$ cat src/rtl/disp_reg_pkg.sv
// Register map, bit positions and defaults shared by the display
// register controller and its sub-blocks.
package disp_reg_pkg;

    localparam logic [15:0] A_DISPADDR = 16'h0000;
    localparam logic [15:0] A_DISPCTRL = 16'h0004;
    localparam logic [15:0] A_DISPINT  = 16'h0008;
    localparam logic [15:0] A_DISPFIFO = 16'h000C;

    localparam int B_DISPON  = 0;
    localparam int B_VBLANK  = 1;
    localparam int B_INTENBL = 0;
    localparam int B_INTCLR  = 1;
    localparam int B_UNDER   = 0;
    localparam int B_OVER    = 1;

    localparam logic [31:0] ADDR_INIT_DEF = 32'h2000_0000;

    // One 640x480x4-byte page; informative only.
    localparam logic [31:0] VGA_FRAME = 32'd1228800;

    // Replace the bytes of old selected by be with those of wd.
    function automatic logic [31:0] be_merge(
        input logic [31:0] old,
        input logic [31:0] wd,
        input logic [3:0]  be
    );
        logic [31:0] r;
        r = old;
        for (int i = 0; i < 4; i++) begin
            if (be[i]) r[8*i +: 8] = wd[8*i +: 8];
        end
        return r;
    endfunction

endpackage

$ cat src/rtl/disp_regctrl_if.sv
// CPU-side register bus: byte-enabled write port and
// registered read port.
interface disp_regctrl_if;
    import disp_reg_pkg::*;

    logic [15:0] WRADDR;
    logic [3:0]  BYTEEN;
    logic        WREN;
    logic [31:0] WDATA;
    logic [15:0] RDADDR;
    logic        RDEN;
    logic [31:0] RDATA;

    modport master (
        output WRADDR, BYTEEN, WREN, WDATA,
        output RDADDR, RDEN,
        input  RDATA
    );

    modport slave (
        input  WRADDR, BYTEEN, WREN, WDATA,
        input  RDADDR, RDEN,
        output RDATA
    );

endinterface

$ cat src/rtl/disp_w1c_flag.sv
// Sticky status flag: set by an event pulse, cleared by a
// write-1, with the event winning when both land together.
module disp_w1c_flag (
    input  logic ACLK,
    input  logic ARESETN,
    input  logic set,
    input  logic clr,
    output logic q
);

    // Set has priority so an event coinciding with a clear is kept.
    always_ff @(posedge ACLK or negedge ARESETN) begin
        if (!ARESETN)  q <= 1'b0;
        else if (set)  q <= 1'b1;
        else if (clr)  q <= 1'b0;
    end

endmodule

$ cat src/rtl/disp_regctrl.sv
// Display register controller: frame-buffer base, enable,
// interrupt and FIFO status registers on the CPU register bus.
module disp_regctrl
    import disp_reg_pkg::*;
#(
    parameter logic [31:0] P_ADDR_INIT = ADDR_INIT_DEF
) (
    input  logic          ACLK,
    input  logic          ARESETN,
    disp_regctrl_if.slave bus,
    input  logic          VBLANK_START,
    input  logic          FIFO_OVER,
    input  logic          FIFO_UNDER,
    output logic          DISPON,
    output logic [31:0]   DISPADDR_ACT,
    output logic          DSP_IRQ
);

    logic [31:0] dispaddr;
    logic        intenbl;
    logic        vblank_q;
    logic        pend_q;
    logic        under_q;
    logic        over_q;
    logic        wr_addr;
    logic        wr_ctrl;
    logic        wr_int;
    logic        wr_fifo;
    logic [31:0] rd_val;

    // Control bits sit in byte 0, so those writes need BYTEEN[0].
    always_comb begin
        wr_addr = bus.WREN && (bus.WRADDR == A_DISPADDR);
        wr_ctrl = bus.WREN && bus.BYTEEN[0]
                  && (bus.WRADDR == A_DISPCTRL);
        wr_int  = bus.WREN && bus.BYTEEN[0]
                  && (bus.WRADDR == A_DISPINT);
        wr_fifo = bus.WREN && bus.BYTEEN[0]
                  && (bus.WRADDR == A_DISPFIFO);
    end

    // Byte-enabled frame-buffer base register.
    always_ff @(posedge ACLK or negedge ARESETN) begin
        if (!ARESETN)     dispaddr <= P_ADDR_INIT;
        else if (wr_addr) dispaddr <= be_merge(dispaddr, bus.WDATA,
                                               bus.BYTEEN);
    end

    // Display enable and interrupt enable bits.
    always_ff @(posedge ACLK or negedge ARESETN) begin
        if (!ARESETN) begin
            DISPON  <= 1'b0;
            intenbl <= 1'b0;
        end else begin
            if (wr_ctrl) DISPON  <= bus.WDATA[B_DISPON];
            if (wr_int)  intenbl <= bus.WDATA[B_INTENBL];
        end
    end

    disp_w1c_flag u_vblank (
        .ACLK    (ACLK),
        .ARESETN (ARESETN),
        .set     (VBLANK_START),
        .clr     (wr_ctrl && bus.WDATA[B_VBLANK]),
        .q       (vblank_q)
    );

    disp_w1c_flag u_pend (
        .ACLK    (ACLK),
        .ARESETN (ARESETN),
        .set     (VBLANK_START),
        .clr     (wr_int && bus.WDATA[B_INTCLR]),
        .q       (pend_q)
    );

    disp_w1c_flag u_under (
        .ACLK    (ACLK),
        .ARESETN (ARESETN),
        .set     (FIFO_UNDER),
        .clr     (wr_fifo && bus.WDATA[B_UNDER]),
        .q       (under_q)
    );

    disp_w1c_flag u_over (
        .ACLK    (ACLK),
        .ARESETN (ARESETN),
        .set     (FIFO_OVER),
        .clr     (wr_fifo && bus.WDATA[B_OVER]),
        .q       (over_q)
    );

    // Active base tracks the register while idle; while the display
    // runs it only swaps at vblank so a frame never tears.
    always_ff @(posedge ACLK or negedge ARESETN) begin
        if (!ARESETN)          DISPADDR_ACT <= P_ADDR_INIT;
        else if (!DISPON)      DISPADDR_ACT <= dispaddr;
        else if (VBLANK_START) DISPADDR_ACT <= dispaddr;
    end

    // Interrupt output is the masked pending bit, one cycle late.
    always_ff @(posedge ACLK or negedge ARESETN) begin
        if (!ARESETN) DSP_IRQ <= 1'b0;
        else          DSP_IRQ <= pend_q & intenbl;
    end

    // Read mux over the full 16-bit address; holes read zero.
    always_comb begin
        rd_val = 32'h0;
        case (bus.RDADDR)
            A_DISPADDR: rd_val = dispaddr;
            A_DISPCTRL: begin
                rd_val[B_DISPON] = DISPON;
                rd_val[B_VBLANK] = vblank_q;
            end
            A_DISPINT: begin
                rd_val[B_INTENBL] = intenbl;
                rd_val[B_INTCLR]  = pend_q;
            end
            A_DISPFIFO: begin
                rd_val[B_UNDER] = under_q;
                rd_val[B_OVER]  = over_q;
            end
            default: rd_val = 32'h0;
        endcase
    end

    // Registered read data, held between reads.
    always_ff @(posedge ACLK or negedge ARESETN) begin
        if (!ARESETN)      bus.RDATA <= 32'h0;
        else if (bus.RDEN) bus.RDATA <= rd_val;
    end

endmodule

$ cat src/flat_wrapper.sv
// flat-port wrapper written by rule: the top's interface ports become plain ports
module disp_regctrl_flat import disp_reg_pkg::*;
#(
    parameter logic [31:0] P_ADDR_INIT = ADDR_INIT_DEF
)
  (ACLK, ARESETN, VBLANK_START, FIFO_OVER, FIFO_UNDER, DISPON, DISPADDR_ACT, DSP_IRQ, bus_WRADDR, bus_BYTEEN, bus_WREN, bus_WDATA, bus_RDADDR, bus_RDEN, bus_RDATA);
  disp_regctrl_if bus_i ();
  input  logic ACLK;
  input  logic ARESETN;
  input  logic VBLANK_START;
  input  logic FIFO_OVER;
  input  logic FIFO_UNDER;
  output logic DISPON;
  output logic [31:0] DISPADDR_ACT;
  output logic DSP_IRQ;
  input wire logic [$bits(bus_i.WRADDR)-1:0] bus_WRADDR;
  input wire logic [$bits(bus_i.BYTEEN)-1:0] bus_BYTEEN;
  input wire logic [$bits(bus_i.WREN)-1:0] bus_WREN;
  input wire logic [$bits(bus_i.WDATA)-1:0] bus_WDATA;
  input wire logic [$bits(bus_i.RDADDR)-1:0] bus_RDADDR;
  input wire logic [$bits(bus_i.RDEN)-1:0] bus_RDEN;
  output wire logic [$bits(bus_i.RDATA)-1:0] bus_RDATA;
  assign bus_i.WRADDR = bus_WRADDR;
  assign bus_i.BYTEEN = bus_BYTEEN;
  assign bus_i.WREN = bus_WREN;
  assign bus_i.WDATA = bus_WDATA;
  assign bus_i.RDADDR = bus_RDADDR;
  assign bus_i.RDEN = bus_RDEN;
  assign bus_RDATA = bus_i.RDATA;
  disp_regctrl #(.P_ADDR_INIT(P_ADDR_INIT)) u_core (.ACLK(ACLK), .ARESETN(ARESETN), .bus(bus_i), .VBLANK_START(VBLANK_START), .FIFO_OVER(FIFO_OVER), .FIFO_UNDER(FIFO_UNDER), .DISPON(DISPON), .DISPADDR_ACT(DISPADDR_ACT), .DSP_IRQ(DSP_IRQ));
endmodule
$ cat config.mk
export PLATFORM = sky130hd
export DESIGN_NAME = disp_regctrl_flat
export DESIGN_NICKNAME = d
export VERILOG_FILES = /design/src/rtl/disp_reg_pkg.sv /design/src/rtl/disp_regctrl_if.sv /design/src/rtl/disp_w1c_flag.sv /design/src/rtl/disp_regctrl.sv /design/src/flat_wrapper.sv
export SDC_FILE = /design/constraint.sdc
export NUM_CORES = 1
export LEC_CHECK = 0
export ABC_AREA = 0
export CORE_UTILIZATION = 45
export CTS_CLUSTER_DIAMETER = 200
export DETAILED_ROUTE_END_ITERATION = 7
export GPL_TIMING_DRIVEN = 0
export PLACE_DENSITY = 0.9
export SYNTH_ARGS = -nofsm -noshare
export SYNTH_HDL_FRONTEND = slang
export SYNTH_HIERARCHICAL = 1
export SYNTH_SLANG_ARGS = --single-unit
$ cat constraint.sdc
create_clock -name ACLK -period 1.4 [get_ports ACLK]
set_input_delay 0.21 -clock ACLK [delete_from_list [all_inputs] [get_ports ACLK]]
set_output_delay 0.21 -clock ACLK [all_outputs]
set_load 0.1 [all_outputs]
==> metrics.md, run 1 <==
| Metric | Value |
|---|---|
| Final antenna-violating net count | `0` |
| Hold crit path type | `in -> async` |
| Seq/Total Area, Yosys | `62.9%` |
| CP Launch Type | `input pin` |
| Largest net degree at the start of global routing | `63` |
| Bufs on Longest Clock Path | `2` |
| Die extent in y | `97.5 um` |
| Seq cells post-synth | `103` |
| CTS Buf Count | `9` |
| Die Width | `97.5 um` |
| I/O pin count | `141` |
| Pre-Repair DR Iteration Count | `4` |
| H-tree depth | `3` |
| DRC | `0` |
| WL met3 | `507 um` |
| Root buf cell | `clkbuf_8` |
| Mapped Cells | `256` |
| Max Cap Viol | `0` |
| Outcome | `finished clean` |
| First-pass GRT wire length | `16000 um` |
| Worst VDD drop | `0.000457 V` |
| Syn Area/Cell | `16.0 um^2` |
| Placeable core region | `0.00876 mm^2` |
| Grt ovf | `0` |
| Worst-path fanout max | `6` |
| Cell Pwr Density | `855 mW/mm^2` |
| Setup ws final | `0.0114 ns` |
| Fin crit share | `99.2%` |
| DR vias/cell | `5.29` |
| Clock slew at reported path FFs | `0.11 ns` |
| Fin nets | `498` |
| CP Data Required Time | `1.69 ns` |
| Cell row count | `34` |
| Rel. slew slack | `60.8%` |
| Drt initial violations | `54` |
| Share of cells above drive strength 1 | `43.2%` |
| Count of final max-slew check failures | `0` |
| Final Hold Viols | `0` |
| Crit Path Category | `in -> reg` |
| Clock tree sinks | `103` |
| Number of global-route vias before repair | `3083` |
| Buffers on Ports | `140` |
| Fin util | `68.3%` |
| Clock Latency Late Sink | `0.35 ns` |
| Net count after synthesis | `331` |
| Top Metal Used | `met4` |
| Lkg Pwr | `0.00305 uW` |
| RD Place Congestion | `0.771` |
| Max Clock Freq | `720 MHz` |
| Die area | `0.00951 mm^2` |
| Worst-Margin Slew | `0.588 ns` |
| Initial antenna violation count | `0` |
| Worst Setup End Kind | `flip-flop` |
| GRT Overall Usage | `21.4%` |
| Wirelength per Cell | `18.4 um` |
| CTS tree | `built` |
| YS warnings | `6` |
| Top-area cell type share of the netlist area | `61.6%` |
| Most common cell after layout, fill and taps aside | `dfrtp_1` |
| Mapped cell area | `0.00410 mm^2` |
| Initial Util | `46.8%` |
| M1 wire length | `4140 um` |
| Crit path time final | `1.39 ns` |
| Place WS | `-0.726 ns` |
| Met2 WL | `5050 um` |
| Worst path arrival time | `1.67 ns` |
| Most frequent cells in the layout | `dfrtp_1, clkdlybuf4s50_1, clkbuf_4, mux2_4, a22o_1` |
| Clock Skew | `0.0115 ns` |
| Largest area contributor in the synthesized netlist | `dfrtp_1` |
| Final Setup Violations | `0` |
| Hold slack | `0.398 ns` |
| # diodes | `0` |
| Vias post-DR | `2834` |
| Detail Placement HPWL | `6900 um` |
| Reg2Reg Setup Slack | `0.04 ns` |
| Syn-to-layout area delta | `45.8%` |
| Area contributors post-synth | `dfrtp_1, mux2_4, a22o_1` |
| Routed wire length | `9870 um` |
| Unique masters post-synth | `31` |
-- sequential cells by signal, summed over array words and instances, names as in the netlist --
signal,cells
u_core/DISPADDR_ACT,32
u_core/DISPON,1
u_core/DSP_IRQ,1
u_core/bus.RDATA,32
u_core/dispaddr,32
u_core/intenbl,1
u_core/u_over/q,1
u_core/u_pend/q,1
u_core/u_under/q,1
u_core/u_vblank/q,1
-- power by group --
group | internal (uW) | total, uW | switching (uW)
clock | 777 | 1800 | 1020
sequential | 2970 | 2970 | 0.243
combinational | 190 | 345 | 156
total | 3940 | 5120 | 1180
-- metal layers --
metal | track usage [%] | vias up
met5 | 0 | -
met4 | 5.88 | 0
met3 | 4.46 | 16
met2 | 37.3 | 98
met1 | 27.1 | 1427
li1 | - | 1293
-- kinds of logic after synthesis --
group | synth area share [%]
compound gates | 7.87
buf+inv | 2.01
flops | 62.9
mux | 21.1
simple gates | 6.13
-- cells in the mapped netlist, drive strengths merged --
master / n
a22o: 30
nor3b: 1
dfrtp: 101
nand4: 4
nor4: 5
o31ai: 1
mux4: 2
dfstp: 2
nand3: 4
nor4b: 1
o2bb2ai: 2
and2: 2
nor2: 4
nor2b: 1
nand3b: 1
and2b: 1
a21o: 4
o21ai: 1
mux2: 65
nor3: 4
and4: 1
buf: 7
inv: 8
clkbuf: 4
-- critical path: stages --
cell           delay (ns)
dlygate4sd2_1        0.25
nor4_2               0.30
nand4_1              0.23
nor3_4               0.26
buf_12               0.17
buf_6                0.13
a22o_1               0.12
-- path summary, 6_finish.rpt --
check,start,end,cells past startpoint
worst max-delay path,bus_RDADDR[1],u_core/bus.RDATA[23],7
worst min-delay path,ARESETN,u_core/DISPADDR_ACT[26],2
worst max register to register,u_core/DISPON,u_core/DISPADDR_ACT[27],4
worst min register to register,u_core/u_under/q,u_core/u_under/q,1
max in group asynchronous,ARESETN,u_core/bus.RDATA[11],3
min in group ACLK,bus_RDADDR[10],u_core/bus.RDATA[0],5
-- per-stage QoR --
step                      power, uW  instances  setup TNS (ns)  area [um^2]
after floorplan                3080        256           -4.18         4170
after global placement         3370        504         -430.94         5710
after detailed placement       3390        505          -70.35         5730
after CTS                      5190        531               0         5740
after global routing           5350        536         -0.0448         5980
final                          5120        536               0         5980
-- cell type report --
class	count	area [um^2]
sequential	103	2580
inverter	8	30.0
multi-input combinational	134	1540
clock buffer	11	151
fill	640	2780
timing repair buffer	157	1390
buffer	10	110
clock inverter	5	46.3
tap	108	135
-- timing repair --
action / in CTS / in global routing
endpoints found under the setup margin: 150 / 114
endpoints found under the hold margin: 39 / 0
pin swaps: 8 / 16
cloned: 2 / 2
setup buffers: 8 / 3
hold buffers: 1 / 0
gates resized for setup: 377 / 77
(Power assumes the default switching activity.)
==> inputs of run 2 (changes only) <==
CORE_UTILIZATION = 47   (was 45)
CTS_BUF_LIST = sky130_fd_sc_hd__clkbuf_2 sky130_fd_sc_hd__clkbuf_4 sky130_fd_sc_hd__clkbuf_8   (was default)
PLACE_DENSITY = 0.93   (was 0.9)
==> metrics.md, run 2 (synthesis gave the netlist of run 1 again) <==
| Metric | Value |
|---|---|
| CP Launch Type | `flip-flop` |
| Clock slew at reported path FFs | `0.10 ns` |
| Crit path launch | `u_core/DISPADDR_ACT[24]` |
| Wirelength per Cell | `17.9 um` |
| Pre-Repair DR Iteration Count | `4` |
| Worst-Margin Slew | `0.550 ns` |
| CP Buf/Inv Count | `1` |
| Clock Skew | `0.0122 ns` |
| GRT Overall Usage | `22.4%` |
| Count of final max-slew check failures | `0` |
| CTS Buf Count | `9` |
| First-pass GRT wire length | `15300 um` |
| Hold crit path type | `in -> async` |
| Worst Setup End Kind | `primary output` |
| Bufs on Longest Clock Path | `2` |
| Worst path arrival time | `1.15 ns` |
| Number of global-route vias before repair | `3027` |
| Fin cells | `527` |
| FF-to-FF End | `u_core/DISPADDR_ACT[24]` |
| CTS tree | `built` |
| Detail Placement HPWL | `6720 um` |
| Clock Latency Late Sink | `0.36 ns` |
| Placed Cells | `502` |
| Crit path time final | `1.36 ns` |
| Rel. slew slack | `63.4%` |
| Most common cell after layout, fill and taps aside | `dfrtp_1` |
| Lkg Pwr | `0.00293 uW` |
| Max Cap Viol | `0` |
| Fin crit share | `96.9%` |
| Biggest regs | `u_core/DISPADDR_ACT (32), u_core/bus.RDATA (32), u_core/dispaddr (32)` |
| Routed wire length | `9450 um` |
| Crit-path slowest cell | `buf_2` |
| Worst VDD drop | `0.000414 V` |
| Initial antenna violation count | `0` |
| Slowest cell delay on critical path | `0.44 ns` |
| # diodes | `0` |
| Clock tree sinks | `103` |
| DRC | `0` |
| CP Capture Point | `DISPADDR_ACT[24]` |
| RD Place Congestion | `0.782` |
| Crit-path cells | `buf_2` |
| I/O pin count | `141` |
| Setup TNS | `0 ns` |
| Outcome | `finished clean` |
| Root buf cell | `clkbuf_8` |
| Reg2Reg Setup Slack | `0.05 ns` |
| Grt ovf | `0` |
| Fill count | `608` |
| Cell row count | `33` |
| Drt initial violations | `40` |
| Vias post-DR | `2798` |
| Most frequent cells in the layout | `dfrtp_1, clkbuf_4, clkdlybuf4s50_1, mux2_4, a22o_1` |
| CP Data Required Time | `1.19 ns` |
| Buffers on Ports | `140` |
| DR vias/cell | `5.31` |
| Worst R2R Path Depth | `3` |
| Fin nets | `492` |
| Worst-path fanout max | `2` |
| Max Clock Freq | `737 MHz` |
| Placeable core region | `0.00834 mm^2` |
| Top Family by Delay on Critical Path | `buffers and inverters` |
| Cell Pwr Density | `868 mW/mm^2` |
| Final Hold Viols | `0` |
| Final antenna-violating net count | `0` |
| Die area | `0.00911 mm^2` |
| Largest net degree at the start of global routing | `73` |
| Tot Pwr | `5040 uW` |
| Syn-to-layout area delta | `41.5%` |
| FF-to-FF Start | `u_core/DISPON` |
| Die Width | `95.4 um` |
| H-tree depth | `3` |
| Share of cells above drive strength 1 | `42.4%` |
| WP depth | `1` |
| Initial Util | `49.2%` |
| Final Setup Violations | `0` |
| Crit Path Category | `reg -> out` |
| Die extent in y | `95.4 um` |
## run 2: worst min-delay path by stage
stage                                   endpoint  slack, ns  cells past startpoint
after floorplan           u_core/DISPADDR_ACT[0]      -0.09                      0
after CTS                   u_core/bus.RDATA[26]       0.33                      2
after global placement         u_core/u_vblank/q       0.46                      1
after global routing             u_core/u_over/q       0.35                      6
after detailed placement    u_core/bus.RDATA[26]       0.18                      1
final                       u_core/bus.RDATA[26]       0.32                      2
## run 2: final cells by class
type	instances	area, um^2	share of cell area, %
flip-flops and latches	103	2580	44.5
clock buffers	10	131	2.26
repair buffers	151	1250	21.5
inverters	8	30.0	0.517
multi-input cells	134	1530	26.4
well taps	105	131	2.26
plain buffers	10	93.8	1.62
clock inverters	6	55.1	0.948
## run 2: per-stage QoR
stage          instance area [um^2]  setup slack (ns)  hold WS, ns  util (%)
6_report                       5810            0.0428        0.324      69.6
5_1_grt                        5810          -0.00474        0.351      69.6
4_1_cts                        5700           0.00297        0.325      68.3
3_5_place_dp                   5730            -0.756        0.183      68.7
3_3_place_gp                   5710             -4.18        0.464      68.4
2_1_floorplan                  4170            -0.117      -0.0856         -
## run 2: layer usage
| metal | global-route usage (%) | up-vias | routed length [um] |
|---|---|---|---|
| met4 | 7.84 | 0 | 116 |
| met3 | 4.15 | 10 | 447 |
| met5 | 0 | - | 0 |
| met1 | 28.1 | 1432 | 4010 |
| met2 | 38.8 | 90 | 4880 |
| li1 | - | 1266 | - |
## run 2: what timing repair did
action                                 CTS  global route
gates resized for setup                380            66
cloned                                   1             0
pin swaps                               13             6
hold buffers                             1             0
endpoints found under the hold margin   29             0
setup endpoints to repair              135           108
setup buffers                            6             2
## run 2: where the power goes
part	internal, uW	total, uW	switching, uW
logic	183	333	150
registers	2970	2970	0.241
clock network	696	1740	1040
